`config.mk`:
```
export PLATFORM = sky130hd
export DESIGN_NAME = press_classifier
export DESIGN_NICKNAME = d
export VERILOG_FILES = /design/src/rtl/press_classifier.sv
export SDC_FILE = /design/constraint.sdc
export NUM_CORES = 1
export LEC_CHECK = 0
export BUFFER_PORTS_ARGS = -buffer_cell sky130_fd_sc_hd__buf_2
export CAP_MARGIN = 20
export CORE_ASPECT_RATIO = 1.5
export CORE_UTILIZATION = 65
export DETAILED_ROUTE_END_ITERATION = 7
export GPL_TIMING_DRIVEN = 0
export PLACE_DENSITY = 0.92
export SLEW_MARGIN = 10
export SYNTH_ARGS = -nofsm -noshare
export SYNTH_HDL_FRONTEND = slang
export SYNTH_SLANG_ARGS = --single-unit
```
`constraint.sdc`:
```
create_clock -name clk -period 4.1 [get_ports clk]
set_input_delay 0.41 -clock clk [delete_from_list [all_inputs] [get_ports clk]]
set_output_delay 0.41 -clock clk [all_outputs]
set_load 0.02 [all_outputs]
```
`src/rtl/press_classifier.sv`:
```
// press_classifier: classifies debounced presses into short, long, double and auto-repeat ticks.
// Define PRESS_REPEAT_EN to enable auto-repeat pulses while a long press is held.
module press_classifier #(
  parameter int LONG_CYCLES   = 25_000_000,
  parameter int GAP_CYCLES    = 12_500_000,
  parameter int REPEAT_CYCLES = 5_000_000,
  parameter int CNT_W         = 26
) (
  input  logic clk,
  input  logic rst,
  input  logic db_level,
  input  logic db_tick,
  output logic short_tick,
  output logic long_tick,
  output logic double_tick,
  output logic repeat_tick,
  output logic busy
);
  typedef enum logic [2:0] {IDLE, PRESS1, GAP, PRESS2, HELD} state_t;
  localparam logic [CNT_W-1:0] long_t = CNT_W'(LONG_CYCLES - 1);
  localparam logic [CNT_W-1:0] gap_t  = CNT_W'(GAP_CYCLES - 1);
  if ((longint'(1) << CNT_W) <= longint'(LONG_CYCLES) ||
      (longint'(1) << CNT_W) <= longint'(GAP_CYCLES) ||
      (longint'(1) << CNT_W) <= longint'(REPEAT_CYCLES)) begin : g_cnt_w_check
    $error("press_classifier: CNT_W too narrow for cycle parameters");
  end
  state_t state;
  logic [CNT_W-1:0] cnt;
`ifdef PRESS_REPEAT_EN
  localparam logic [CNT_W-1:0] rep_t = CNT_W'(REPEAT_CYCLES - 1);
`else
  assign repeat_tick = 1'b0;
`endif
  // Every transition clears cnt; states that never count keep it at zero.
  always_ff @(posedge clk or posedge rst) begin
    if (rst) begin
      state       <= IDLE;
      cnt         <= '0;
      short_tick  <= 1'b0;
      long_tick   <= 1'b0;
      double_tick <= 1'b0;
      busy        <= 1'b0;
`ifdef PRESS_REPEAT_EN
      repeat_tick <= 1'b0;
`endif
    end else begin
      short_tick  <= 1'b0;
      long_tick   <= 1'b0;
      double_tick <= 1'b0;
`ifdef PRESS_REPEAT_EN
      repeat_tick <= 1'b0;
`endif
      case (state)
        IDLE: if (db_tick) begin
          state <= PRESS1;
          cnt   <= '0;
          busy  <= 1'b1;
        end
        PRESS1: if (db_level && cnt == long_t) begin
          state     <= HELD;
          cnt       <= '0;
          long_tick <= 1'b1;
        end else if (!db_level) begin
          state <= GAP;
          cnt   <= '0;
        end else cnt <= cnt + 1'b1;
        GAP: if (db_tick) begin
          state       <= PRESS2;
          cnt         <= '0;
          double_tick <= 1'b1;
        end else if (cnt == gap_t) begin
          state      <= IDLE;
          cnt        <= '0;
          short_tick <= 1'b1;
          busy       <= 1'b0;
        end else cnt <= cnt + 1'b1;
        PRESS2: if (!db_level) begin
          state <= IDLE;
          cnt   <= '0;
          busy  <= 1'b0;
        end
        HELD: if (!db_level) begin
          state <= IDLE;
          cnt   <= '0;
          busy  <= 1'b0;
        end
`ifdef PRESS_REPEAT_EN
        else if (cnt == rep_t) begin
          cnt         <= '0;
          repeat_tick <= 1'b1;
        end else cnt <= cnt + 1'b1;
`endif
        default: begin
          state <= IDLE;
          cnt   <= '0;
          busy  <= 1'b0;
        end
      endcase
    end
  end
endmodule
```
==> results.toml <==
[timing]
setup_viol = 0
fmax_mhz = 365
fin_skew_ns = 0.00446
max-slew-margin-rel = 0.572
tns_ns = 0
timing.final.ws_setup_ns = 1.36
holdWs_ns = 0.137
hold_viol = 0
worst_slew_pin_slew_ns = 0.643
period_share = 0.668
finalCriticalPeriod_ns = 2.74
rsz0062_at_grt = "no"
final_max_slew_viol_count = 0

[clocking]
cts.sinks = 33
cts_tree = "done"
ctsResizeCount = 0
cts_buffers = 5
clock_path_buffers = 2
clock_latency_ns = 0.29
hold_buffers = 0
cts_root_buf = "clkbuf_8"
clk_pin_slew_worst_paths_ns = 0.07
htree_levels = 2
post_cts.repair.setup_buffers = 0

[global_routing]
overflow = 0
grt_pass1_vias = 1668
grt_pass1_wl_mm = 7.18
grt_max_degree = 23
grt_antenna_before_repair = 0
grt_usage = 0.319

[drt]
vias_per_cell = 6.31
drt-initial-drc-count = 69
first_pass_iters = 4
wirelength_mm = 4.24
drc = 0
wire_per_inst_um = 15.6
ant_nets = 0
num_vias = 1716

[yosys]
yosysWarnings = 0
syn_area_um2 = 1940
synth_top_area_share = 0.426
syn_avg_cell_area_um2 = 8.85
yosys-top-cells-area = "dfrtp_1, nor2_1, xnor2_1"
ys_ff_latch = 33
synth-edff-count = 0
ys_seq_area_frac = 0.426
yosysTopAreaCell = "dfrtp_1"
async_flop_share = 1.00
syn_nets = 224
netlist_instances = 219
synth_top_flop_cell = "dfrtp_1"
synth_cell_types = 51

[cells_and_area]
antenna_cells = 0
nets = 239
final_area_um2 = 2130
fin_util = 0.771
syn2layout_area_growth_pct = 9.88
drive_gt1_frac = 0.123

[power_and_ir_drop]
power_density_nw_per_um2 = 420
leakage_uw = 0.000833
power_frac_seq = 0.420
clockPowerShare = 0.262
pwr-share-comb = 0.318
swShare = 0.363
max-vdd-ir-drop_mv = 0.442
p_switching_uw = 325
p_int_uw = 569

[status]
status = "finished clean"

[die]
die_area_um2 = 3210
initial_utilization = 0.702
core_area_um2 = 2760
rows = 23
die_y_um = 68.9
ioPinCount = 9
fp.dieW_um = 46.6

[placement]
placed_area_um2 = 2050
place_ws_ns = 1.39
hpwl_mm = 3.11
portBuffers = 7
gp_congestion = 0.948

[worst_setup_path]
reg2reg_slack_ns = 1.36
endpoint_kind = "register"
crit_required_ns = 4.31
path_class = "reg -> reg"
critical_path_arrival_ns = 2.95
path_max_fanout = 10
cp-start-kind = "register"

[run]
cap_viol_max_count = 0

[hold_path]
worstHoldPathType = "in -> async"
[Yosys cell counts (all sizes together), types with 7 or more instances]
library cell / n
a21oi: 16
dfrtp: 33
o21ai: 9
nand2: 18
nand4: 7
buf: 7
nand3: 8
or3: 7
nor4: 10
or4: 7
nor2: 21
xnor2: 9
[final timing paths]
check | startpoint | end | cells after the start
max | cnt[7] | state[1] | 6
min | rst | cnt[23] | 2
max reg2reg | cnt[7] | state[1] | 6
min reg2reg | busy | busy | 1
max in group asynchronous | rst | cnt[3] | 3
min in group clk | db_level | state[2] | 3
[area by class of cell]
class	count	area [µm²]
multi-input cells	167	1030
clock inverters	2	10.0
repair buffers	8	62.6
inverters	6	22.5
clock buffers	6	72.6
plain buffers	13	57.6
flip-flops and latches	33	826
well taps	37	46.3
fillers	225	633
[flip-flops by register name, summed over array words and instances, names as in the netlist]
register	cells
busy	1
cnt	26
double_tick	1
long_tick	1
short_tick	1
state	3
[cells by family after synthesis]
group	synth area share
compound gates	0.138
xor+xnor	0.0452
fa+ha+maj	0.00645
buf+inv	0.0413
flops	0.426
mux	0.0103
other cells	0.00193
simple gates	0.331
[stage by stage]
stage	std cells	total power [µW]
after global routing	272	947
after global placement	263	652
final	272	894
after floorplan	219	592
after CTS	272	896
after detailed placement	264	663
[worst max-delay path: stages (launching register included)]
cell	delay, ns
dfrtp_1	0.42
or4_1	0.56
nor4_2	0.53
a21oi_1	0.34
nor3_1	0.29
buf_2	0.29
mux2i_1	0.23
[power by group through the flow]
stage                     sequential (µW)  clock, µW  combinational, µW
after floorplan                       384          0                208
after global placement                378          0                275
after detailed placement              379          0                283
after CTS                             374        239                283
after global routing                  377        252                318
final                                 375        234                284
[routing by layer]
layer  global-route usage  routed length [µm]
met5                    0                   0
met3               0.0625                 189
met1                0.362                1690
met4                0.176                 106
met2                0.540                2250
[placed cells by master, fill, tap and decap left out, drive strengths merged, types with 3 or more instances in the layout]
| cell type | count |
|---|---|
| nand4 | 7 |
| o211ai | 3 |
| xnor2 | 9 |
| nand3b | 3 |
| dfrtp | 33 |
| or4 | 7 |
| a21oi | 16 |
| nor3 | 4 |
| buf | 15 |
| or3 | 7 |
| clkbuf | 12 |
| and3 | 5 |
| nor4 | 10 |
| o21ai | 9 |
| nand3 | 8 |
| or2 | 4 |
| nor2 | 21 |
| inv | 6 |
| nand2 | 18 |
| o31ai | 4 |
| or4bb | 3 |
No activity file was read; power rests on OpenSTA's default activity.
